`config.mk`:
```
export PLATFORM = sky130hd
export DESIGN_NAME = msg_scroller_flat
export DESIGN_NICKNAME = d
export VERILOG_FILES = /design/src/rtl/msg_scroller_if.sv /design/src/rtl/msg_scroller.sv /design/src/flat_wrapper.sv
export SDC_FILE = /design/constraint.sdc
export NUM_CORES = 1
export LEC_CHECK = 0
export ABC_AREA = 1
export ABC_CLOCK_PERIOD_IN_PS = 2200
export BUFFER_PORTS_ARGS = -buffer_cell sky130_fd_sc_hd__buf_2
export CAP_MARGIN = 40
export CORE_UTILIZATION = 58
export CTS_BUF_LIST = sky130_fd_sc_hd__clkbuf_2 sky130_fd_sc_hd__clkbuf_4 sky130_fd_sc_hd__clkbuf_8
export DETAILED_ROUTE_END_ITERATION = 6
export PLACE_DENSITY_LB_ADDON = 0.3
export SLEW_MARGIN = 20
export SYNTH_ARGS = -nofsm -noshare
export SYNTH_HDL_FRONTEND = slang
export SYNTH_SLANG_ARGS = --single-unit
```
`constraint.sdc`:
```
create_clock -name sec_clock -period 2.2 [get_ports sec_clock]
set_input_delay 0.22 -clock sec_clock [delete_from_list [all_inputs] [get_ports sec_clock]]
set_output_delay 0.22 -clock sec_clock [all_outputs]
set_load 0.1 [all_outputs]
```
`src/rtl/msg_scroller_if.sv`:
```
// Control/status bundle between the scroller and whoever drives it.
// The display buffer rides along so the display decoder can tap it.
interface msg_scroller_if #(
  parameter int CHAR_W     = 5,
  parameter int DISP_CHARS = 8
);
  logic                         start;
  logic [1:0]                   msg_sel;
  logic                         loop;
  logic                         pause;
  logic                         busy;
  logic                         done;
  logic                         shift_strobe;
  logic [CHAR_W*DISP_CHARS-1:0] instruction;

  modport master (
    output start, msg_sel, loop, pause,
    input  busy, done, shift_strobe, instruction
  );

  modport slave (
    input  start, msg_sel, loop, pause,
    output busy, done, shift_strobe, instruction
  );
endinterface

```
`src/rtl/msg_scroller.sv`:
```
// Scrolling-text generator: shifts a ROM message into the display buffer
// one character per clock, then shifts blanks to clear it; optional looping.
module msg_scroller #(
  parameter int CHAR_W      = 5,
  parameter int DISP_CHARS  = 8,
  parameter int TAIL_BLANKS = 8
) (
  input logic           sec_clock,
  input logic           rst,
  msg_scroller_if.slave bus
);
  localparam int W  = CHAR_W * DISP_CHARS;
  localparam int TW = (TAIL_BLANKS > 1) ? $clog2(TAIL_BLANKS) : 1;

  typedef enum logic [1:0] {IDLE, SHIFT, TAIL} state_t;

  state_t          state, state_n;
  logic [1:0]      sel;
  logic [3:0]      idx;
  logic [TW-1:0]   tcnt;
  logic [W-1:0]    buf_q;
  logic            busy_q, done_q, strobe_q;
  logic            shift_en, end_pass, last_char;
  logic [59:0]     row;
  logic [6:0]      bitpos;
  logic [4:0]      rom_chr;
  logic [3:0]      len;
  logic [CHAR_W-1:0] code;

  // Each message packed with character 0 in the LSBs, 5 bits per character.
  function automatic logic [59:0] rom_row(input logic [1:0] s);
    case (s)
      2'd0:    rom_row = {5'd5, 5'd3, 5'd14, 5'd1, 5'd12, 5'd1, 5'd2, 5'd0,
                          5'd23, 5'd15, 5'd8, 5'd19};
      2'd1:    rom_row = {25'd0, 5'd20, 5'd9, 5'd19, 5'd15, 5'd16, 5'd5, 5'd4};
      2'd2:    rom_row = {20'd0, 5'd23, 5'd1, 5'd18, 5'd4, 5'd8, 5'd20, 5'd9, 5'd23};
      default: rom_row = {5'd0, 5'd4, 5'd18, 5'd1, 5'd3, 5'd0, 5'd20, 5'd18,
                          5'd5, 5'd19, 5'd14, 5'd9};
    endcase
  endfunction

  function automatic logic [3:0] rom_len(input logic [1:0] s);
    case (s)
      2'd0:    rom_len = 4'd12;
      2'd1:    rom_len = 4'd7;
      2'd2:    rom_len = 4'd8;
      default: rom_len = 4'd11;
    endcase
  endfunction

  always_comb begin
    row       = rom_row(sel);
    len       = rom_len(sel);
    bitpos    = {3'b000, idx} * 7'd5;
    rom_chr   = row[bitpos +: 5];
    last_char = (idx == len - 4'd1);
  end

  always_comb begin
    state_n  = state;
    shift_en = 1'b0;
    end_pass = 1'b0;
    code     = '0;
    case (state)
      IDLE:  if (bus.start) state_n = SHIFT;
      SHIFT: if (!bus.pause) begin
        shift_en = 1'b1;
        code     = CHAR_W'(rom_chr);
        if (last_char) state_n = TAIL;
      end
      TAIL:  if (!bus.pause) begin
        shift_en = 1'b1;
        if (tcnt == TW'(TAIL_BLANKS - 1)) begin
          end_pass = 1'b1;
          state_n  = bus.loop ? SHIFT : IDLE;
        end
      end
      default: state_n = IDLE;
    endcase
  end

  always_ff @(posedge sec_clock) begin
    if (rst) state <= IDLE;
    else     state <= state_n;
  end

  always_ff @(posedge sec_clock) begin
    if (rst) begin
      sel      <= '0;
      idx      <= '0;
      tcnt     <= '0;
      buf_q    <= '0;
      busy_q   <= 1'b0;
      done_q   <= 1'b0;
      strobe_q <= 1'b0;
    end else begin
      strobe_q <= shift_en;
      done_q   <= end_pass;
      if (shift_en) buf_q <= (buf_q << CHAR_W) | W'(code);
      case (state)
        IDLE: if (bus.start) begin
          sel    <= bus.msg_sel;
          idx    <= '0;
          buf_q  <= '0;
          busy_q <= 1'b1;
        end
        SHIFT: if (!bus.pause) begin
          if (last_char) tcnt <= '0;
          else           idx  <= idx + 4'd1;
        end
        TAIL: if (!bus.pause) begin
          // Loop decision is taken on the same edge as the last blank.
          if (end_pass) begin
            idx <= '0;
            if (!bus.loop) busy_q <= 1'b0;
          end else begin
            tcnt <= tcnt + TW'(1);
          end
        end
        default: ;
      endcase
    end
  end

  assign bus.busy         = busy_q;
  assign bus.done         = done_q;
  assign bus.shift_strobe = strobe_q;
  assign bus.instruction  = buf_q;
endmodule

```
`src/flat_wrapper.sv`:
```
// flat-port wrapper written by rule: the top's interface ports become plain ports
module msg_scroller_flat 
#(
  parameter int CHAR_W      = 5,
  parameter int DISP_CHARS  = 8,
  parameter int TAIL_BLANKS = 8
)
  (sec_clock, rst, bus_start, bus_msg_sel, bus_loop, bus_pause, bus_busy, bus_done, bus_shift_strobe, bus_instruction);
  msg_scroller_if #(.CHAR_W(CHAR_W), .DISP_CHARS(DISP_CHARS)) bus_i ();
  input logic sec_clock;
  input logic rst;
  input wire logic [$bits(bus_i.start)-1:0] bus_start;
  input wire logic [$bits(bus_i.msg_sel)-1:0] bus_msg_sel;
  input wire logic [$bits(bus_i.loop)-1:0] bus_loop;
  input wire logic [$bits(bus_i.pause)-1:0] bus_pause;
  output wire logic [$bits(bus_i.busy)-1:0] bus_busy;
  output wire logic [$bits(bus_i.done)-1:0] bus_done;
  output wire logic [$bits(bus_i.shift_strobe)-1:0] bus_shift_strobe;
  output wire logic [$bits(bus_i.instruction)-1:0] bus_instruction;
  assign bus_i.start = bus_start;
  assign bus_i.msg_sel = bus_msg_sel;
  assign bus_i.loop = bus_loop;
  assign bus_i.pause = bus_pause;
  assign bus_busy = bus_i.busy;
  assign bus_done = bus_i.done;
  assign bus_shift_strobe = bus_i.shift_strobe;
  assign bus_instruction = bus_i.instruction;
  msg_scroller #(.CHAR_W(CHAR_W), .DISP_CHARS(DISP_CHARS), .TAIL_BLANKS(TAIL_BLANKS)) u_core (.sec_clock(sec_clock), .rst(rst), .bus(bus_i));
endmodule
```
==> metrics <==
vias after detailed routing 2578; MaxCap Viol Count 0; area grow syn2layout 10.1%; Post-DRT Antenna Nets 0; worst path arrival time 2.07 ns; post-route clock period utilization between 80 and 90%; Critical Path RT 2.45 ns; complex-gate fraction of the synthesized area 7.59%; Wirelength per Cell roughly 12 um; final hold vios 0; diode count 0; Post-CTS Setup Inserts 0; Synth Register Bits 54; Sequential Power Share 29.1%; H-tree levels 2; Final WS setup roughly 0.37 ns; non-filler instance count after layout 483; critical path peak fanout 8; Crit-path slowest cell dfxtp_1; Pre-antenna DRT Iters 4; average size of a mapped cell between 7 and 8 um2; Die Height slightly above 70 um; DR vias/cell approximately 5.3; RSZ-0062 raised after global routing no; pwr/cell area ~1400 nW/um2; number of clock sinks 54; Seq/Total Area, Yosys a little under two fifths; gr usage total 23.3%; Worst Skew 0.0126 ns; clk_lat worst skew ~0.32 ns; Post-Place Cells between 400 and 500; Site Rows 25; 1st-iter DRT viols 153; Core Region approximately 4700 um2; CP endpoint kind flip-flop; Peak VDD IR ~0.63 mV; synth unique cells 28; CTS max path bufs 2; CP bufs+invs 2; fin crit period between 1.5 and 2 ns; Post-Syn Nets around 400; Fmax achieved between 500 and 600 MHz; outcome complete, no violations; TNS Setup 0 ns; Sw Ratio between 50% and 60%; post-CTS sizing 0; die width between 70 and 80 um; nets around 450; Placer Congestion 0.912; DIE AREA between 5000 and 6000 um2; IO Count 50; Worst slew margin about 57%; worst-margin pin slew 0.639 ns; Worst path max stage delay between 0.4 and 0.5 ns; Synth Area in XOR/XNOR less than 1%; number of global-route vias before repair about 2.2k; CTS tree yes; fin util about two thirds; DRT Wirelength between 5 and 6 mm; largest net degree at the start of global routing 42; Port Buf Inserts 49; crit path cell chain inv_1 -> ha_1 -> inv_1 -> nand3_1 -> nand2_2 -> nand3_1 -> nand2_2 -> nand2_1 -> a21oi_1; clock-pin slew on the worst setup and hold paths around 0.10 ns; Starting Density between 60% and 70%; Int Pwr 1.94 mW; clock root buffer clkbuf_8; setup violators final 0; LEAKAGE roughly 1.5 nW; Synth Area in Adders approximately 7.1%; Top Family by Delay on Critical Path simple AND/OR/NAND/NOR gates; Crit Path Class reg2reg; HP Class in2reg; Gate power share about 57%; Post-Syn Area ~2800 um2; hold_buf cts 0; clock share of power a little over an eighth; YS warnings 0; initial antenna violation count 0; Final Max Tran Viols 0; Cells after Synth 388; largest family of logic cells by synthesized area simple AND/OR/NAND/NOR gates; share of cells above drive strength 1 just under 20%; total CTS buffers 5; Residual DRC 0; Post-Synth Simple-Gate Area 37.7%; HPWL Detailed 4.05 mm; Net Switching 2.50 mW; grt ovf 0; global-route wire length before repair approximately 9.6 mm; pre-CTS WS just over 0.4 ns; crit path launch type flip-flop; post-synthesis mux area share 0%
-- cell type report --
cell class                      instances  area [um2]
Inverter                               23        86.3
Timing Repair Buffer                   53         288
Sequential cell                        54        1080
Clock buffer                            5        68.8
Clock inverter                          3        28.8
Multi-Input combinational cell        291        1490
Fill cell                             449        1590
Tap cell                               54        67.6
-- placed cells by master, fill, tap and decap left out --
cell type	n
a21oi_2	1
nor3b_1	1
o21ai_2	1
nor3_1	30
o21ai_1	4
nand3_2	1
nor3_4	1
nor2_1	90
buf_2	49
nand2_1	68
a21oi_1	25
o21ai_0	7
nand2_4	3
a41oi_1	1
nor3_2	6
nor2_4	1
nand3_1	21
nand2_2	6
buf_4	3
o211ai_1	1
buf_12	1
ha_1	16
clkinv_4	2
clkbuf_8	5
inv_1	20
dfxtp_1	54
nand4_1	6
xor2_1	1
inv_2	3
inv_8	1
-- power groups by stage --
| stage | sequential (mW) | combinational (mW) | clock [mW] |
|---|---|---|---|
| 2_1_floorplan | 2.37 | 1.19 | 0 |
| 3_3_place_gp | 1.31 | 2.52 | 0 |
| 3_5_place_dp | 1.31 | 2.55 | 0 |
| 4_1_cts | 1.29 | 2.56 | 0.613 |
| 5_1_grt | 1.32 | 2.76 | 0.650 |
| 6_report | 1.29 | 2.55 | 0.598 |
-- cell families (layout without fill, tap and decap cells) --
family	Yosys count	count (layout)
adder cells (fa/ha/maj)	16	16
AO/OA/AOI/OAI	40	40
buffers and inverters	43	84
flip-flops	54	54
XOR/XNOR	1	1
AND/OR/NAND/NOR	234	234
-- path summary, 6_finish.rpt --
check / from / to / slack [ns] / cells after the start
min reg2reg: u_core.tcnt[1] / u_core.tcnt[1] / 0.48 / 2
min: bus_msg_sel[1] / u_core.sel[1] / 0.19 / 3
max: u_core.sel[0] / u_core.idx[2] / 0.37 / 9
max reg2reg: u_core.sel[0] / u_core.idx[2] / 0.37 / 9
-- synthesized netlist by cell type --
library cell / instances / share of area, %
buf_6: 10 / 4.0
nand2_2: 6 / 1.3
o21ai_1: 4 / 0.71
a21oi_1: 25 / 4.4
ha_1: 16 / 7.1
nand4_1: 6 / 1.3
xor2_1: 1 / 0.31
buf_2: 2 / 0.35
nand2_4: 3 / 1.2
nand3_1: 21 / 3.7
inv_2: 3 / 0.40
nor3_1: 30 / 5.3
nor3_4: 1 / 0.58
a21oi_2: 1 / 0.31
buf_4: 4 / 1.1
nor3b_1: 1 / 0.27
o21ai_2: 1 / 0.31
nor2_1: 90 / 12
inv_1: 20 / 2.7
nor2_4: 1 / 0.40
a41oi_1: 1 / 0.31
o21ai_0: 7 / 1.2
nand3_2: 1 / 0.35
o211ai_1: 1 / 0.27
nor3_2: 6 / 2.1
clkbuf_1: 4 / 0.53
dfxtp_1: 54 / 38
nand2_1: 68 / 9.1
-- tightest hold or removal path: stages --
cell and delay, ns:
buf_2 0.07, o21ai_0 0.07, a21oi_1 0.11
-- metal layers --
layer / up-vias / track usage, % / share of wire, %
met5: - / 0 / 0
met4: 0 / 7.63 / 1.1
met3: 6 / 3.94 / 5.8
met2: 87 / 40.4 / 47
met1: 1150 / 29.4 / 46
li1: 1335 / - / -
-- stage by stage --
step	hold slack, ns	total power, mW	cell area (um2)
after floorplan	0.289	3.56	2820
after global placement	0.451	3.83	3010
after detailed placement	0.460	3.86	3010
after CTS	0.185	4.46	3110
after global routing	0.231	4.73	3110
final	0.189	4.44	3110
-- sequential cells by signal, indices dropped and copies added, names as in the netlist --
name and cells:
u_core.idx 4, u_core.tcnt 3, u_core.bus.instruction 40, u_core.bus.shift_strobe 1
u_core.bus.done 1, u_core.bus.busy 1, u_core.state 2, u_core.sel 2
Power figures use the tool's default switching activity.
